<file path="src/rtl/jtag_uart_avalon_poller_pkg.sv">
// Shared JTAG-UART register map, field positions and poller FSM states.
package jtag_uart_avalon_poller_pkg;

   localparam logic JTAG_ADDR_DATA = 1'b0;
   localparam logic JTAG_ADDR_CTRL = 1'b1;

   localparam int unsigned RVALID_BIT = 15;
   localparam int unsigned RAVAIL_MSB = 31;
   localparam int unsigned RAVAIL_LSB = 16;
   localparam int unsigned WSPACE_MSB = 31;
   localparam int unsigned WSPACE_LSB = 16;

   typedef enum logic [1:0] {
      S_GAP     = 2'd0,
      S_RD_DATA = 2'd1,
      S_RD_CTRL = 2'd2,
      S_WR_DATA = 2'd3
   } state_e;

endpackage

</file>
<file path="src/rtl/jtag_uart_avalon_poller.sv">
// Avalon-MM poller for the JTAG-UART: RX byte strobe stream plus single-byte TX path.
// Optional waitrequest stall timeout (adds oTIMEOUT) is enabled by JTAG_POLL_TIMEOUT_EN.
module jtag_uart_avalon_poller
   import jtag_uart_avalon_poller_pkg::*;
#(
   parameter int unsigned POLL_GAP    = 16,
   parameter int unsigned TIMEOUT_CYC = 1024
) (
   input  logic        iCLK,
   input  logic        iRST,
   output logic        oJTAG_SLAVE_ADDR,
   output logic        oJTAG_SLAVE_RDREQ,
   input  logic [31:0] iJTAG_SLAVE_RDDATA,
   output logic        oJTAG_SLAVE_WRREQ,
   output logic [31:0] oJTAG_SLAVE_WRDATA,
   input  logic        iJTAG_SLAVE_WAIT,
   output logic [7:0]  oDATA_TO_PARSE,
   output logic        oDATA_TO_PARSE_VALID,
`ifdef JTAG_POLL_TIMEOUT_EN
   output logic        oTIMEOUT,
`endif
   input  logic [7:0]  iTX_BYTE,
   input  logic        iTX_REQ,
   output logic        oTX_BUSY
);

   localparam int unsigned GW = (POLL_GAP > 1) ? $clog2(POLL_GAP) : 1;
   localparam logic [GW-1:0] GAP_LAST = (POLL_GAP > 0) ? GW'(POLL_GAP - 1) : '0;

   state_e      state_q;
   logic [GW-1:0] gap_q;
   logic        addr_q;
   logic        rdreq_q;
   logic        wrreq_q;
   logic [7:0]  tx_byte_q;
   logic        busy_q;
   logic [7:0]  data_q;
   logic        valid_q;

   logic        req_w;
   logic        rvalid_w;
   logic [15:0] ravail_w;
   logic [15:0] wspace_w;
   logic        unused_w;

   assign req_w    = rdreq_q | wrreq_q;
   assign rvalid_w = iJTAG_SLAVE_RDDATA[RVALID_BIT];
   assign ravail_w = iJTAG_SLAVE_RDDATA[RAVAIL_MSB:RAVAIL_LSB];
   assign wspace_w = iJTAG_SLAVE_RDDATA[WSPACE_MSB:WSPACE_LSB];
   assign unused_w = ^{iJTAG_SLAVE_RDDATA[14:8], TIMEOUT_CYC != 0};

`ifdef JTAG_POLL_TIMEOUT_EN
   localparam int unsigned TW = (TIMEOUT_CYC > 1) ? $clog2(TIMEOUT_CYC) : 1;
   localparam logic [TW-1:0] TMO_LAST = TW'(TIMEOUT_CYC - 1);
   logic [TW-1:0] stall_q;
   logic          timeout_q;
   assign oTIMEOUT = timeout_q;
`endif

   always_ff @(posedge iCLK or posedge iRST) begin
      if (iRST) begin
         state_q   <= S_GAP;
         gap_q     <= '0;
         addr_q    <= 1'b0;
         rdreq_q   <= 1'b0;
         wrreq_q   <= 1'b0;
         tx_byte_q <= '0;
         busy_q    <= 1'b0;
         data_q    <= '0;
         valid_q   <= 1'b0;
`ifdef JTAG_POLL_TIMEOUT_EN
         stall_q   <= '0;
         timeout_q <= 1'b0;
`endif
      end else begin
         valid_q <= 1'b0;
`ifdef JTAG_POLL_TIMEOUT_EN
         timeout_q <= 1'b0;
`endif
         if (!busy_q && iTX_REQ) begin
            tx_byte_q <= iTX_BYTE;
            busy_q    <= 1'b1;
         end
         // A request state entered from a completion spends one cycle with the request low,
         // so every completion is followed by a deasserted cycle.
         case (state_q)
            S_GAP: begin
               if (gap_q == GAP_LAST) begin
                  gap_q   <= '0;
                  rdreq_q <= 1'b1;
                  if (busy_q) begin
                     state_q <= S_RD_CTRL;
                     addr_q  <= JTAG_ADDR_CTRL;
                  end else begin
                     state_q <= S_RD_DATA;
                     addr_q  <= JTAG_ADDR_DATA;
                  end
               end else begin
                  gap_q <= gap_q + 1'b1;
               end
            end
            S_RD_DATA: begin
               if (!rdreq_q) begin
                  addr_q  <= JTAG_ADDR_DATA;
                  rdreq_q <= 1'b1;
               end else if (!iJTAG_SLAVE_WAIT) begin
                  rdreq_q <= 1'b0;
                  if (rvalid_w) begin
                     data_q  <= iJTAG_SLAVE_RDDATA[7:0];
                     valid_q <= 1'b1;
                  end
                  if (rvalid_w && (ravail_w > 16'd1) && !busy_q) state_q <= S_RD_DATA;
                  else                                           state_q <= S_GAP;
               end
            end
            S_RD_CTRL: begin
               if (!rdreq_q) begin
                  addr_q  <= JTAG_ADDR_CTRL;
                  rdreq_q <= 1'b1;
               end else if (!iJTAG_SLAVE_WAIT) begin
                  rdreq_q <= 1'b0;
                  state_q <= (wspace_w != 16'd0) ? S_WR_DATA : S_RD_DATA;
               end
            end
            S_WR_DATA: begin
               if (!wrreq_q) begin
                  addr_q  <= JTAG_ADDR_DATA;
                  wrreq_q <= 1'b1;
               end else if (!iJTAG_SLAVE_WAIT) begin
                  wrreq_q <= 1'b0;
                  busy_q  <= 1'b0;
                  state_q <= S_RD_DATA;
               end
            end
            default: state_q <= S_GAP;
         endcase
`ifdef JTAG_POLL_TIMEOUT_EN
         // Placed after the FSM so an expiring stall overrides the held request.
         if (req_w && !iJTAG_SLAVE_WAIT) begin
            stall_q <= '0;
         end else if (req_w) begin
            if (stall_q == TMO_LAST) begin
               stall_q   <= '0;
               rdreq_q   <= 1'b0;
               wrreq_q   <= 1'b0;
               state_q   <= S_GAP;
               timeout_q <= 1'b1;
            end else begin
               stall_q <= stall_q + 1'b1;
            end
         end
`endif
      end
   end

   assign oJTAG_SLAVE_ADDR     = addr_q;
   assign oJTAG_SLAVE_RDREQ    = rdreq_q;
   assign oJTAG_SLAVE_WRREQ    = wrreq_q;
   assign oJTAG_SLAVE_WRDATA   = {24'd0, tx_byte_q};
   assign oDATA_TO_PARSE       = data_q;
   assign oDATA_TO_PARSE_VALID = valid_q;
   assign oTX_BUSY             = busy_q;

endmodule

</file>
<file path="config.mk">
export PLATFORM = sky130hd
export DESIGN_NAME = jtag_uart_avalon_poller
export DESIGN_NICKNAME = d
export VERILOG_FILES = /design/src/rtl/jtag_uart_avalon_poller_pkg.sv /design/src/rtl/jtag_uart_avalon_poller.sv
export SDC_FILE = /design/constraint.sdc
export NUM_CORES = 1
export LEC_CHECK = 0
export CAP_MARGIN = 20
export CORE_AREA = 3 3 87 64
export DETAILED_ROUTE_END_ITERATION = 6
export DIE_AREA = 0 0 90 67
export PLACE_DENSITY = 0.67
export SLEW_MARGIN = 20
export SYNTH_ARGS = -nofsm -noshare
export SYNTH_HDL_FRONTEND = slang
export SYNTH_SLANG_ARGS = --single-unit
</file>
<file path="constraint.sdc">
create_clock -name iCLK -period 5.4 [get_ports iCLK]
set_clock_uncertainty 0.15 [all_clocks]
set_input_delay 0.54 -clock iCLK [delete_from_list [all_inputs] [get_ports iCLK]]
set_output_delay 0.54 -clock iCLK [all_outputs]
set_load 0.005 [all_outputs]
</file>
=== Word-level counts from Yosys, hierarchy flattened ===
Index checks and enable logic that the tools add are counted.

* Output and inout bits: 45
* Bits in registers: 27
* Input port bits: 44

* Reduce and logical (&&, ||, !) cells: 12
* Multiplexer cells: 31
* Magnitude comparators: 1
* Eq/ne operators: 14
* Bitwise logic cells: 1
* Add/sub/neg operators: 1

{| class="wikitable"
|+ Operator list
! operator !! number
|-
| != test 2 bit, second input constant || 10
|-
| two-way mux 1 bit || 18
|-
| two-way mux 2 bit || 9
|-
| greater-than comparator 16 x 1 -> 1 bit, second input constant || 1
|-
| nonzero test 16 bit || 1
|-
| case mux 2 bit (4 select lines) || 1
|-
| AND reduction 4 bit || 2
|-
| AND reduction 7 bit || 1
|-
| adder 4 x 1 -> 4 bit, second input constant || 1
|-
| equality test 2 bit, second input constant || 2
|-
| equality test 4 bit, second input constant || 1
|-
| two-way mux 4 bit || 1
|-
| case mux 1 bit (4 select lines) || 1
|-
| logical AND 1 bit || 3
|-
| equality test 2 x 1 -> 1 bit, second input constant || 1
|-
| logical NOT 2 bit || 1
|-
| case mux 1 bit (2 select lines) || 1
|-
| AND reduction 2 bit || 1
|-
| nonzero test 2 bit || 1
|-
| OR reduction 2 bit || 1
|-
| logical NOT 1 bit || 1
|-
| NOT 1 bit || 1
|}

=== Depth between registers and ports, before layout ===
Gate-level depths: netlist of run 1.

* Depth in word-level cells: 7
* Mapped depth: 7
* Gate-level depth less buffers: 6

=== Least setup slack after synthesis of run 1 ===
No wires, ideal clock.

* Kind: register -> register
* From: register state_q[0]
* To: register state_q[0]
* Period minus slack after synthesis: 1.760 ns
* Stages on the path, launching flop included: 7
* Library setup time: 0.082 ns
* Arrival time: 1.528 ns
* Data required time: 5.168 ns
* Slack: 3.640 ns
* Cell sequence: dfrtp_1 -> inv_1 -> ha_1 -> or2_0 -> a222oi_1 -> nand3_1 -> o22ai_1

* Word-level cells in the longest chain between the ends: 3
* Elaborated cells on any way between the ends: 13
* Classes of those cells: eq/ne (10); mux (1); reduce/logical (2)

{| class="wikitable"
|+ RTL lines
! item !! line !! text
|-
| start: declaration || jtag_uart_avalon_poller.sv:30 || <nowiki>state_e state_q;</nowiki>
|-
| start signal: assignment || jtag_uart_avalon_poller.sv:122 || <nowiki>state_q <= (wspace_w != 16'd0) ? S_WR_DATA : S_RD_DATA;</nowiki>
|-
| equality test 2 bit (tied with other cells) || jtag_uart_avalon_poller.sv:86 || <nowiki>case (state_q)</nowiki>
|-
| != test 2 bit (no source line) || -- ||
|-
| AND reduction 7 bit (no source line) || -- ||
|}

Parallel ways exist; a longest one is shown, timed or not.
A chain may end at the register's enable or synchronous reset.

=== Worst setup path in the final report of run 1 ===
Ends and elaborated chain as after synthesis.

==> results of run 1 <==
per-stage QoR:
step | hold WS, ns | util | worst slack [ns]
floorplan | 0.301 | - | 3.64
detailed placement | 0.331 | 0.407 | 3.09
global route | 0.368 | 0.417 | 3.23
finish | 0.347 | 0.417 | 3.38
global placement | 0.322 | 0.407 | 3.09
CTS | 0.348 | 0.417 | 3.36
synthesized netlist by cell type (all sizes together):
library cell	instances	share of area
dfrtp	27	0.49
buf	24	0.13
mux2	18	0.15
nand2	7	0.019
nor2	6	0.016
ha	5	0.045
inv	4	0.011
nand3	4	0.014
nor4	4	0.018
o21ai	4	0.014
nor2b	3	0.013
a21oi	2	0.0072
a31oi	2	0.0090
clkbuf	2	0.0054
nand2b	2	0.0090
nand4	2	0.0090
nor3	2	0.0072
or2	2	0.0090
a21o	1	0.0054
a222oi	1	0.0072
conb	1	0.0027
mux2i	1	0.0072
o22ai	1	0.0045
xnor2	1	0.0063
routing by layer:
| metal | part of all wire | wire length (um) | track usage | vias up |
|---|---|---|---|---|
| met1 | 0.42 | 1240 | 0.113 | 479 |
| met5 | 0 | 0 | 0 | - |
| met2 | 0.47 | 1400 | 0.174 | 42 |
| li1 | - | - | - | 498 |
| met4 | 0.0064 | 19 | 0.0115 | 0 |
| met3 | 0.10 | 305 | 0.0497 | 2 |
flip-flops by register name (all words and copies together) (netlist names):
register / flops
gap_q: 4
oDATA_TO_PARSE: 8
oDATA_TO_PARSE_VALID: 1
oJTAG_SLAVE_ADDR: 1
oJTAG_SLAVE_RDREQ: 1
oJTAG_SLAVE_WRREQ: 1
oTX_BUSY: 1
state_q: 2
tx_byte_q: 8
layout by cell type (no fill, tap or decap), types with 3 or more instances in the layout:
cell | netlist | final
nand3_1 | 4 | 4
clkdlybuf4s50_1 | 0 | 57
conb_1 | 1 | 24
nor2b_1 | 3 | 3
inv_1 | 4 | 3
nand2_1 | 7 | 7
nor4_1 | 4 | 4
dfrtp_1 | 27 | 27
o21ai_0 | 4 | 4
mux2_2 | 17 | 17
ha_1 | 5 | 5
nor2_1 | 6 | 6
clkbuf_8 | 0 | 3
final timing paths:
path                         startpoint           endpoint  slack, ns
min reg2reg                tx_byte_q[5]       tx_byte_q[5]       0.35
max                          state_q[0]         state_q[0]       3.38
max in group asynchronous          iRST  oDATA_TO_PARSE[7]       4.22
min in group asynchronous          iRST       tx_byte_q[7]       0.50
min                        tx_byte_q[5]       tx_byte_q[5]       0.35
max reg2reg                  state_q[0]         state_q[0]       3.38
cell families (layout without fill, tap and decap cells):
logic type	count (synthesis)	after routing	share of synthesized area
xor+xnor	1	1	0.00629
buf+inv	30	65	0.146
other cells	1	24	0.00269
flops	27	27	0.485
fa+ha+maj	5	5	0.0449
compound gates	11	11	0.0476
mux	19	19	0.153
simple gates	32	32	0.115
cell type report:
cell class,instances,area share
Timing Repair Buffer,57,0.286
Sequential cell,27,0.339
Inverter,4,0.00753
Tap cell,69,0.0433
Clock buffer,4,0.0226
Multi-Input combinational cell,92,0.301
power by group:
group | switching, mW | internal (mW)
registers | 0.0643 | 0.300
clock network | 0.0593 | 0.0528
logic | 0.168 | 0.279
total | 0.291 | 0.632
==> results.yml, run 1 <==
clocking:
  clkSlewWorstSetupHoldPaths_ns: 0.09
  cts_tree: "done"
  cts_buffers: 3
  ctsHtreeMaxLevel: 1
  clock-sinks: 27
  clock_path_buffers: 2
  post_cts_buffers: 0
  root_buffer: "clkbuf_8"
  holdBufCountCts: 0
  ctsResizeCount: 0
  clk_latency_ns: 0.27
placed_design:
  post-dp-hpwl_um: 2350
  dp_cells: 249
  place_area_um2: 1950
  numPortBuffers: 57
  gp_congestion: 0.739
sta:
  tightestPinTransition_ns: 0.694
  tns_ns: 0
  relSlewSlack: 0.537
  rsz0062_at_grt: "no"
  fmax_mhz: 494
  hold_viol_final: 0
  fin_crit_ns: 2.02
  fin_crit_sh: 0.375
  finalSetupViolations: 0
  maxSlewViolCount: 0
worst_hold_path:
  hold_depth: 1
  hp-class: "reg -> reg"
synthesis:
  ys_types: 26
  syn_inst: 126
  synth_warnings: 0
  netlist_area_um2: 1390
  ys_ff_latch: 27
  yosysSeqAreaShare: 0.485
  synth.avg_cell_area_um2: 11.1
floorplan:
  pin_count: 89
  coreArea_um2: 4780
  die_x_um: 90
  die_h_um: 67
  initial_core_util: 0.291
  die-area_um2: 6030
  rows: 21
global_routing:
  antenna_found_initial: 0
  grt_pass1_vias: 1024
  grt_util_all_layers: 0.0992
  grt-ovfl-total: 0
  grt_max_degree: 28
  grt_pass1_wl_um: 4800
setup_path:
  worstPathRequired_ns: 5.44
  worstSetupEndpointType: "flip-flop"
  cp_max_fo: 4
  worst_path_largest_cell_delay_ns: 0.53
  crit_family: "compound AO/OA/AOI/OAI gates"
  r2r_cells: 6
  path_depth: 6
  cp_num_buf_inv: 1
  critPathKind: "reg -> reg"
  crit_arrival_ns: 2.07
  crit_slowest_cell: "a222oi_1"
  worstSetupStartpointType: "flip-flop"
  worstPathCellList: "inv_1 -> ha_1 -> or2_0 -> a222oi_1 -> nand3_1 -> o22ai_1"
power:
  p_per_area_nw_per_um2: 463
  p_total_mw: 0.923
  leakagePower_nw: 0.863
  peakVddDrop_mv: 0.222
route:
  viasPerCell: 4.04
  num_vias: 1021
  totalWireLength_um: 2970
  firstDrtPassIters: 4
  wl_per_cell_um: 11.7
  antenna_left: 0
  first_iter_violations: 42
  drcViolationCount: 0
final_layout:
  layout.nets: 234
  final_cell_count_no_fill: 253
  postLayoutCellArea_um2: 1990
  multi_input_area_um2: 601
  area_growth_pct: 43.1
  seqCellArea_um2: 676
  drive_gt1_frac: 0.120
  n_antenna_cell: 0
  fillers: 484
run_status:
  status: "finished clean"
flow_run:
  max-cap-violations: 0
(Power assumes the default switching activity.)
==> run 2, diff against run 1 <==
==> constraint.sdc (replaced) <==
create_clock -name iCLK -period 2 [get_ports iCLK]
set_clock_uncertainty 0.15 [all_clocks]
set_input_delay 0.2 -clock iCLK [delete_from_list [all_inputs] [get_ports iCLK]]
set_output_delay 0.2 -clock iCLK [all_outputs]
set_load 0.005 [all_outputs]
==> run 2 against run 1 <==
Non-clock buffer count is 5 higher. Critical path depth grew 1. Maximum frequency increased by 9.7%. Wire length shrank 1.3%. Register-to-register slack lost 3.2 ns. Sequential cell count did not move. Die area stayed put.
==> results.yml, run 2 (synthesis gave the netlist of run 1 again) <==
run_status:
  status: "finished clean"
sta:
  fmax_mhz: 542
  fin_crit_ns: 1.84
  rsz0062_at_grt: "no"
  hold_viol_final: 0
  fin_crit_sh: 0.922
  hold_ws_ns: 0.133
  finalSetupViolations: 0
  maxSlewViolCount: 0
  tns_ns: 0
final_layout:
  final_common_cell: "clkdlybuf4s50_1"
  area_growth_pct: 45.8
  n_antenna_cell: 0
  layout.nets: 239
  drive_gt1_frac: 0.138
  final_cell_mix: "clkdlybuf4s50_1 (57), dfrtp_1 (27), conb_1 (24)"
  final_util: 0.425
setup_path:
  critPathCapture: "state_q[0]"
  critPathKind: "reg -> reg"
  r2r_setup_slack_ns: 0.16
  worstPathCellList: "inv_1 -> ha_1 -> or2_0 -> a222oi_1 -> buf_4 -> nand3_1 -> o22ai_1"
  crit_arrival_ns: 1.89
  worstSetupEndpointType: "flip-flop"
  startpoint: "state_q[0]"
  worstSetupStartpointType: "flip-flop"
  crit_slowest_cell: "dfrtp_1"
  worstPathRequired_ns: 2.04
  r2r-start: "state_q[0]"
  r2r_cells: 7
  worst_path_largest_cell_delay_ns: 0.38
  cp_max_fo: 4
  r2r-end: "state_q[0]"
power:
  p_clk_frac: 0.120
  p_total_mw: 2.55
  internal_power_mw: 1.75
  p_per_area_nw_per_um2: 1250
  power_frac_seq: 0.383
  netSwitchingFraction: 0.312
  pwr-share-comb: 0.496
  peakVddDrop_mv: 0.629
  leakagePower_nw: 0.889
  p_switching_mw: 0.796
route:
  totalWireLength_um: 2930
  viasPerCell: 4.03
  antenna_left: 0
  drcViolationCount: 0
  first_iter_violations: 33
  num_vias: 1039
  wl_per_cell_um: 11.3
  firstDrtPassIters: 4
clocking:
  clock-sinks: 27
  clock_path_buffers: 2
  cts_tree: "done"
  holdBufCountCts: 0
  post_cts_buffers: 0
  clkSlewWorstSetupHoldPaths_ns: 0.09
  ctsHtreeMaxLevel: 1
  clk_latency_ns: 0.27
  root_buffer: "clkbuf_8"
  ctsResizeCount: 0
  cts_buffers: 3
placed_design:
  post-dp-hpwl_um: 2310
  gp_congestion: 0.734
  numPortBuffers: 57
floorplan:
  die_h_um: 67
  die-area_um2: 6030
  coreArea_um2: 4780
  rows: 21
  die_x_um: 90
  initial_core_util: 0.291
  pin_count: 89
flow_run:
  max-cap-violations: 0
global_routing:
  antenna_found_initial: 0
  grt_pass1_wl_um: 4790
  grt_pass1_vias: 1046
  grt_util_all_layers: 0.0998
  grt_max_degree: 28
  grt-ovfl-total: 0
worst_hold_path:
  hp-class: "in -> async"
run 2: power groups by stage:
stage          Clock, mW  Sequential, mW  Combinational, mW
2_1_floorplan          0           0.990              0.652
3_3_place_gp           0           0.985               1.25
3_5_place_dp           0           0.991               1.27
4_1_cts            0.321           0.981               1.28
5_1_grt            0.344            1.02               1.40
6_report           0.307           0.976               1.26
run 2: cell type report:
cell class / instances / area (um2)
clock buffer: 4 / 45.0
fill: 496 / 2750
inverter: 4 / 15.0
multi-input combinational: 92 / 601
sequential: 27 / 676
tap: 69 / 86.3
timing repair buffer: 62 / 608
run 2: per-stage QoR:
stage	std cells	worst slack, ns	instance area (um2)
floorplan	149	0.240	1480
global placement	254	0.204	1990
detailed placement	254	0.176	1990
CTS	258	0.148	2030
global route	258	0.0450	2030
finish	258	0.155	2030
run 2: worst min-delay path by stage:
stage / startpoint / end / slack (ns) / depth (start not counted)
6_report: iRST / tx_byte_q[7] / 0.13 / 3
5_1_grt: iRST / state_q[0] / 0.17 / 3
4_1_cts: iRST / state_q[0] / 0.15 / 3
3_5_place_dp: gap_q[3] / gap_q[3] / 0.33 / 1
3_3_place_gp: tx_byte_q[5] / tx_byte_q[5] / 0.32 / 1
2_1_floorplan: iRST / gap_q[0] / 0.10 / 1
run 2: layer usage:
metal  vias to the layer above  track usage  share of wire
li1                        509            -              -
met4                         0       0.0344         0.0092
met1                       488        0.105           0.41
met2                        40        0.169           0.48
met3                         2       0.0576           0.10
met5                         -            0              0
run 2: critical path, delay by kind of cell (launching register included):
| family | cells | cell delay (ns) |
|---|---|---|
| compound gates | 2 | 0.42 |
| fa+ha+maj | 1 | 0.24 |
| buf+inv | 2 | 0.28 |
| flops | 1 | 0.38 |
| simple gates | 2 | 0.31 |
==> run 3, diff against run 2 <==
==> constraint.sdc (replaced) <==
create_clock -name iCLK -period 2 [get_ports iCLK]
set_clock_uncertainty 0.15 [all_clocks]
set_input_delay 0.2 -clock iCLK [delete_from_list [all_inputs] [get_ports iCLK]]
set_output_delay 0.2 -clock iCLK [all_outputs]
set_load 0.01 [all_outputs]
==> results of run 3 <==
Same layout as run 2 (identical final DEF). Status: finished clean.
Main changes from that run: total power 2.55 mW -> 2.64 mW; worst IR drop on VDD 0.629 mV -> 0.642 mV
